$ cat src/rtl/rvfi_retire_serializer.sv
// rvfi_retire_serializer: collapses NRET RVFI retirement channels into one
// in-order retirement per cycle, buffered in a DEPTH-entry FIFO.
//
// Ports:
//   clock, reset        rising-edge clock, asynchronous active-high reset
//   in_valid            per-channel retirement valid (NRET bits)
//   in_order            per-channel rvfi_order, channel i at [64*i +: 64]
//   in_pc_rdata/wdata   per-channel PC and next PC, channel i at [XLEN*i +: XLEN]
//   in_rollback         flush: empties FIFO, drops same-cycle arrivals
//   out_valid           serialized retirement valid
//   out_order           order of the serialized retirement
//   out_pc_rdata/wdata  PC / next PC of the serialized retirement
//   level               FIFO occupancy, not counting the output register
//   overflow            sticky: a retirement was dropped on a full FIFO
//   order_err           sticky: a non-consecutive order was accepted
//
// Optional: define RISCV_FORMAL_SERIAL_ORDER_CHECK_EN to build the
// expected-order tracker; otherwise order_err is tied to 0.
module rvfi_retire_serializer #(
    parameter int XLEN  = 32,
    parameter int NRET  = 2,
    parameter int DEPTH = 8
) (
    input  logic                     clock,
    input  logic                     reset,
    input  logic [NRET-1:0]          in_valid,
    input  logic [64*NRET-1:0]       in_order,
    input  logic [XLEN*NRET-1:0]     in_pc_rdata,
    input  logic [XLEN*NRET-1:0]     in_pc_wdata,
    input  logic                     in_rollback,
    output logic                     out_valid,
    output logic [63:0]              out_order,
    output logic [XLEN-1:0]          out_pc_rdata,
    output logic [XLEN-1:0]          out_pc_wdata,
    output logic [$clog2(DEPTH):0]   level,
    output logic                     overflow,
    output logic                     order_err
);

    localparam int PW = $clog2(DEPTH);
    localparam int LW = PW + 1;

    logic [63:0]     mem_order [DEPTH];
    logic [XLEN-1:0] mem_rdata [DEPTH];
    logic [XLEN-1:0] mem_wdata [DEPTH];

    logic [PW-1:0] head_q, tail_q;

    // Compacted arrivals: slot k holds the k-th valid channel.
    logic [63:0]     a_order [NRET];
    logic [XLEN-1:0] a_rdata [NRET];
    logic [XLEN-1:0] a_wdata [NRET];
    logic [NRET-1:0] wr_en;
    logic [PW-1:0]   wr_addr [NRET];

    int   narr, room, nacc;
    logic pop, bypass, ovf_hit;
    logic [LW-1:0] level_n;
    logic [PW-1:0] head_n, tail_n;

    always_comb begin
        narr = 0;
        for (int k = 0; k < NRET; k++) begin
            a_order[k] = '0;
            a_rdata[k] = '0;
            a_wdata[k] = '0;
        end
        for (int i = 0; i < NRET; i++) begin
            for (int k = 0; k < NRET; k++) begin
                if (in_valid[i] && narr == k) begin
                    a_order[k] = in_order[64*i +: 64];
                    a_rdata[k] = in_pc_rdata[XLEN*i +: XLEN];
                    a_wdata[k] = in_pc_wdata[XLEN*i +: XLEN];
                end
            end
            if (in_valid[i]) narr = narr + 1;
        end

        pop    = (level != '0) || (narr != 0);
        bypass = (level == '0) && (narr != 0);
        // Slots available this cycle: free entries plus the one being popped.
        room    = DEPTH - int'(level) + (pop ? 1 : 0);
        nacc    = (narr < room) ? narr : room;
        ovf_hit = narr > room;

        // The bypassed arrival goes straight to the output, not the FIFO.
        for (int k = 0; k < NRET; k++) begin
            wr_en[k]   = (k < nacc) && !(bypass && k == 0) && !in_rollback;
            wr_addr[k] = PW'(int'(tail_q) + k - (bypass ? 1 : 0));
        end

        level_n = LW'(int'(level) + nacc - (pop ? 1 : 0));
        head_n  = PW'(int'(head_q) + ((level != '0) ? 1 : 0));
        tail_n  = PW'(int'(tail_q) + nacc - (bypass ? 1 : 0));
    end

    always_ff @(posedge clock) begin
        for (int k = 0; k < NRET; k++) begin
            if (wr_en[k]) begin
                mem_order[wr_addr[k]] <= a_order[k];
                mem_rdata[wr_addr[k]] <= a_rdata[k];
                mem_wdata[wr_addr[k]] <= a_wdata[k];
            end
        end
    end

    always_ff @(posedge clock or posedge reset) begin
        if (reset) begin
            out_valid    <= 1'b0;
            out_order    <= '0;
            out_pc_rdata <= '0;
            out_pc_wdata <= '0;
            level        <= '0;
            head_q       <= '0;
            tail_q       <= '0;
            overflow     <= 1'b0;
        end else if (in_rollback) begin
            out_valid <= 1'b0;
            level     <= '0;
            head_q    <= '0;
            tail_q    <= '0;
        end else begin
            out_valid <= pop;
            level     <= level_n;
            head_q    <= head_n;
            tail_q    <= tail_n;
            overflow  <= overflow | ovf_hit;
            if (pop) begin
                if (level != '0) begin
                    out_order    <= mem_order[head_q];
                    out_pc_rdata <= mem_rdata[head_q];
                    out_pc_wdata <= mem_wdata[head_q];
                end else begin
                    out_order    <= a_order[0];
                    out_pc_rdata <= a_rdata[0];
                    out_pc_wdata <= a_wdata[0];
                end
            end
        end
    end

`ifdef RISCV_FORMAL_SERIAL_ORDER_CHECK_EN
    logic [63:0] exp_q, exp_v;
    logic        armed_q, arm_v, err_v;

    // Walk accepted arrivals oldest first; dropped ones never touch exp.
    always_comb begin
        exp_v = exp_q;
        arm_v = armed_q;
        err_v = 1'b0;
        for (int k = 0; k < NRET; k++) begin
            if (k < nacc) begin
                if (arm_v && a_order[k] != exp_v) err_v = 1'b1;
                exp_v = a_order[k] + 64'd1;
                arm_v = 1'b1;
            end
        end
    end

    always_ff @(posedge clock or posedge reset) begin
        if (reset) begin
            exp_q     <= '0;
            armed_q   <= 1'b0;
            order_err <= 1'b0;
        end else if (in_rollback) begin
            armed_q <= 1'b0;
        end else begin
            exp_q     <= exp_v;
            armed_q   <= arm_v;
            order_err <= order_err | err_v;
        end
    end
`else
    assign order_err = 1'b0;
`endif

endmodule

$ cat config.mk
export PLATFORM = sky130hd
export DESIGN_NAME = rvfi_retire_serializer
export DESIGN_NICKNAME = d
export VERILOG_FILES = /design/src/rtl/rvfi_retire_serializer.sv
export SDC_FILE = /design/constraint.sdc
export NUM_CORES = 2
export LEC_CHECK = 0
export ABC_CLOCK_PERIOD_IN_PS = 26600
export CORE_MARGIN = 2
export CORE_UTILIZATION = 25
export CTS_CLUSTER_SIZE = 28
export DETAILED_ROUTE_END_ITERATION = 10
export GPL_TIMING_DRIVEN = 0
export HOLD_SLACK_MARGIN = 0.03
export PLACE_DENSITY = 0.39
export REMOVE_ABC_BUFFERS = 1
export SYNTH_ARGS = -nofsm -noshare
export SYNTH_HDL_FRONTEND = slang
export SYNTH_SLANG_ARGS = --single-unit
$ cat constraint.sdc
create_clock -name clock -period 26.6 [get_ports clock]
set_input_delay 3.99 -clock clock [delete_from_list [all_inputs] [get_ports clock]]
set_output_delay 3.99 -clock clock [all_outputs]
set_load 0.03 [all_outputs]
# Word-level counts from Yosys, hierarchy flattened
# Memory sizes are Yosys's and may differ from the RTL's.
# Cells that the tools add are included.
# W data, S select, Z words.
[classes]
addsub = 11
n_lt_le_gt_ge = 4
eq_ne = 1
mux = 26
bitwise_logic = 2
n_reduce_logical = 14
[op_table]
columns = ["op", "count"]
rows = [
  ["$mux W32", 10],
  ["$mux W64", 4],
  ["$add A32 B2 Y32 const B", 1],
  ["$eq A32 B2 Y1 const B", 1],
  ["$gt A32 B32 Y1", 1],
  ["$logic_not A32 Y1", 1],
  ["$lt A1 B32 Y1 const A", 1],
  ["$lt A2 B32 Y1 const A", 1],
  ["$lt A32 B32 Y1", 1],
  ["$reduce_bool A32 Y1", 1],
  ["$mux W1", 9],
  ["$add A5 B2 Y6", 1],
  ["$logic_and A1 B1 Y1", 6],
  ["$mux W3", 2],
  ["$sub A3 B3 Y3", 2],
  ["$sub A4 B4 Y5 const A", 1],
  ["$add A4 B4 Y4", 1],
  ["$logic_not A4 Y1", 1],
  ["$mux W4", 1],
  ["$reduce_bool A4 Y1", 1],
  ["$sub A4 B2 Y4", 1],
  ["$add A3 B1 Y3", 1],
  ["$add A3 B1 Y3 const B", 1],
  ["$add A3 B3 Y3", 1],
  ["6 further kinds", 7],
]
[word_totals]
register_bits = 140
ramBits = 1024
in_bits = 261
memories = 3
[memory_table]
columns = ["memory", "depth", "width", "rd", "rd_clocked_by_memory_dff", "wr", "line", "text"]
rows = [
  ["mem_order", 8, 64, 1, 0, 2, "43", "logic [63:0] mem_order [DEPTH];"],
  ["mem_rdata", 8, 32, 1, 0, 2, "44", "logic [XLEN-1:0] mem_rdata [DEPTH];"],
  ["mem_wdata", 8, 32, 1, 0, 2, "45", "logic [XLEN-1:0] mem_wdata [DEPTH];"],
]

# Logic depth before layout (Yosys ltp)
[depth]
depth_word = 14
ltp_mapped = 23
mapped_depth_nobuf = 21

# Worst setup path before layout
# OpenSTA, ideal clock, no wires.
[synth_timing]
kind = "input to register"
startpoint = "input port in_valid[0]"
endpoint = "memory mem_order[3][0] (enable)"
setup_time_ps = 793
arrival_ps = 14866
path_slack_ps = 10941
path_stages = 11
path_buffers = 1
cell_sequence = "inv_1 ha_1 nand2_1 ha_1 a211o_1 o32a_1 a2111oi_2 or2_1 buf_4 o311ai_0 o21ai_0"
[synth_rtl]
columns = ["element", "line", "text"]
rows = [
  ["start: declaration", "26", "input logic [NRET-1:0] in_valid,"],
  ["end: declaration", "43", ""],
]

==> metrics.csv <==
metric,value,unit
p_leak,27.0,nW
non_filler_instance_count_after_layout,7420,
first_global_vias,38083,
routabilityCongestion,0.693,
outcome,"complete, no violations",
drt-pass1-iter-count,5,
slowest_delay,1.06,ns
hold_viol,0,
number_of_enable_type_register_cells_in_the_synthesized_netlist,1024,
arrival,10.06,ns
register_bit_count_reported_by_yosys,1164,
dp_cells,7140,
layout_common_cells,"sky130_fd_sc_hd__mux2i_1 (1025), sky130_fd_sc_hd__edfxtp_1 (1024), sky130_fd_sc_hd__clkdlybuf4s50_1 (394)",
synth_async_sr_flop_share,12.0,%
critical_path.startpoint_type,input pin,
max-clock-path-buffers,3,
dp_hpwl,136000,um
path_buf_inv,6,
m1WireLength,97900,um
track_usage,17.1,%
power_density,103,nW/um^2
syn-cell-area,58400,sq um
worstHoldPathType,flip-flop to flip-flop,
drv.max_cap_violation_count,0,
cp_top_family,compound AO/OA/AOI/OAI gates,
vias,35767,
worst_setup_path_type,input pin to flip-flop,
floorplan.die_area,238000,sq um
start_util,25.1,%
worst_setup_hold_path_clk_slew,0.06,ns
cell_types_with_the_largest_area_share_after_synthesis,"sky130_fd_sc_hd__edfxtp_1 (53%), sky130_fd_sc_hd__mux2i_1 (18%), sky130_fd_sc_hd__mux4_2 (9.9%)",
worstPathMaxFanout,16,
post_drt_wl_per_cell,27.6,um
detail_route.iter0.violations,2643,
post-route-min-period,9.57,ns
route.detailed.drc,0,
portBuffers,394,
final_layout_size_suffix_gt1_share,18.7,%
synth_top_cell_by_area,sky130_fd_sc_hd__edfxtp_1,
setup_skew,0.0407,ns
hold_buffers,0,
crit_top_cell,sky130_fd_sc_hd__buf_12,
nNetsFinal,4537,
totalNegativeSetupSlack,0,ns
grt_max_degree,85,
core_area,233000,sq um
die_height,487,um
pin_count,396,
areaGrowthSynthToFinish,26.4,%
critical_path.cell_chain,clkdlybuf4s50_1 > inv_1 > ha_1 > nand2_1 > ha_1 > a211o_1 > o32a_1 > a2111oi_2 > or2_1 > o311ai_2 > o21ai_4 > buf_12 > buf_12 > buf_12 > buf_12,
met3_wirelength,8490,um
x_dimension_of_the_die,487,um
antenna_left,0,
drt-vias-per-instance,4.82,
clock-sinks,1164,
wire_length_of_the_first_global_routing_pass,291000,um
dominantRegCellSynth,sky130_fd_sc_hd__edfxtp_1,
clock-root-buffer,sky130_fd_sc_hd__clkbuf_16,
final_instance_area,73900,sq um
layout.cells.most_common,sky130_fd_sc_hd__mux2i_1,
timing.final.crit_share,36.0,%
worstSetupPathDepth,15,
core.rowCount,177,
worstSkewPairLatency,0.81,ns
amount_of_wire_on_met2_after_detailed_routing,93800,um
grt_setup_unrepaired,false,
htree_levels,4,
timing.hold.worst_path_depth,2,
grt_antenna_before_repair,6,
vdd.ir_drop.worst,0.0666,mV
cts_repair_resize_count,0,
num-fill-cells,22827,
setup-violations-final,0,
synthesis.instances,3802,
highest_layer_used_for_signal_routing,met5,
tritoncts,yes,
placed_cell_area,69000,sq um
timing.final.max_slew_violations,0,
grt-ovfl-total,0,
cts_inserted_buffers,150,
syn_area_per_cell,15.4,sq um
endpoint_kind,flip-flop,
max_slew_margin,14.5,%
crit_required,27.09,ns
cts_setup_buffers,0,
ff2ff_path_depth,16,
yosysSeqAreaShare,58.6,%
yosysTopAreaCellShare,52.6,%
route.final.wire_length,205000,um
worst_pin_slew,1.28,ns
synthDistinctLibCells,51,
yosys_warnings,0,
fmaxAchievable,104,MHz
crit_path_top_delay_cell,sky130_fd_sc_hd__a2111oi_2,
where the power goes:
| group | switching, mW | internal [mW] |
|---|---|---|
| clock | 0.853 | 1.17 |
| sequential | 0.178 | 2.48 |
| combinational | 1.63 | 1.26 |
| total | 2.66 | 4.92 |
worst register-to-register path: cells and delay by family, from the launching register on:
kind / cells / cell delay [ns]
AO/OA/AOI/OAI: 5 / 2.91
adder cells (fa/ha/maj): 2 / 0.71
buffers and inverters: 5 / 1.14
flip-flops: 1 / 0.53
AND/OR/NAND/NOR: 4 / 1.47
layer usage:
metal	global-route usage, %	vias to the layer above
met5	0	-
met4	4.63	6
met3	2.62	235
met2	26.8	832
met1	24.3	18789
li1	-	15905
logic make-up (layout without fill, tap and decap cells):
| group | Yosys count | after routing | synth area share [%] |
|---|---|---|---|
| AOI/OAI and AO/OA | 431 | 431 | 4.46 |
| and+or+nand+nor | 449 | 449 | 3.04 |
| muxes | 1409 | 1409 | 29.9 |
| adders and majority gates | 27 | 27 | 0.604 |
| xor gates and xnor gates | 10 | 10 | 0.173 |
| DFF | 1164 | 1164 | 58.6 |
| buffers and inverters | 311 | 885 | 3.20 |
| other | 1 | 2 | 0.00642 |
path summary, 6_finish.rpt:
kind / slack (ns) / startpoint / endpoint
worst max-delay path: 17.03 / in_valid[0] / mem_order[3][53]$_DFFE_PP_
worst min-delay path: 0.47 / out_pc_rdata[8]$_DFFE_PP0P_ / out_pc_rdata[8]$_DFFE_PP0P_
worst max register to register: 19.51 / level[0]$_DFF_PP0_ / mem_order[3][53]$_DFFE_PP_
worst min register to register: 0.47 / out_pc_rdata[8]$_DFFE_PP0P_ / out_pc_rdata[8]$_DFFE_PP0P_
max in group asynchronous: 21.72 / reset / head_q[0]$_DFF_PP0_
min in group asynchronous: 3.69 / reset / out_order[6]$_DFFE_PP0P_
cell type report:
class	instances	area [sq um]	area share (%)
timing repair buffer	586	8330	11.3
clock inverter	50	529	0.717
clock buffer	229	4280	5.80
multi-input combinational	2327	22600	30.5
inverter	20	87.6	0.119
antenna	1	2.50	0.00339
sequential	1164	34300	46.4
tap	3043	3810	5.15
through the flow:
stage          hold slack [ns]  utilization (%)  setup WS (ns)  total power [mW]
2_1_floorplan            0.614                -          -3.70              4.83
3_3_place_gp             0.459             27.7         -87.01              6.64
3_5_place_dp             0.461             29.7          16.09              5.64
4_1_cts                  0.484             31.8          16.99              7.71
5_1_grt                  0.496             31.8          16.84              7.95
6_report                 0.475             31.8          17.03              7.58
synth_stat cells (9+ instances only):
library cell	n
sky130_fd_sc_hd__ha_1	25
sky130_fd_sc_hd__edfxtp_1	1024
sky130_fd_sc_hd__mux2i_1	1025
sky130_fd_sc_hd__clkbuf_1	137
sky130_fd_sc_hd__mux2_2	128
sky130_fd_sc_hd__mux4_2	256
sky130_fd_sc_hd__nand2_1	263
sky130_fd_sc_hd__buf_1	18
sky130_fd_sc_hd__dfrtp_1	140
sky130_fd_sc_hd__buf_4	37
sky130_fd_sc_hd__o21ai_0	135
sky130_fd_sc_hd__nor2_1	145
sky130_fd_sc_hd__a22oi_1	127
sky130_fd_sc_hd__buf_2	29
sky130_fd_sc_hd__nor3_1	9
sky130_fd_sc_hd__inv_1	18
sky130_fd_sc_hd__a21oi_1	135
sky130_fd_sc_hd__buf_6	70
sequential cells by signal (all words and copies together) (netlist names):
register      cells
out_pc_wdata     32
level             4
overflow          1
out_order        64
mem_wdata       256
mem_rdata       256
out_valid         1
out_pc_rdata     32
head_q            3
tail_q            3
mem_order       512
(Power assumes the default switching activity.)
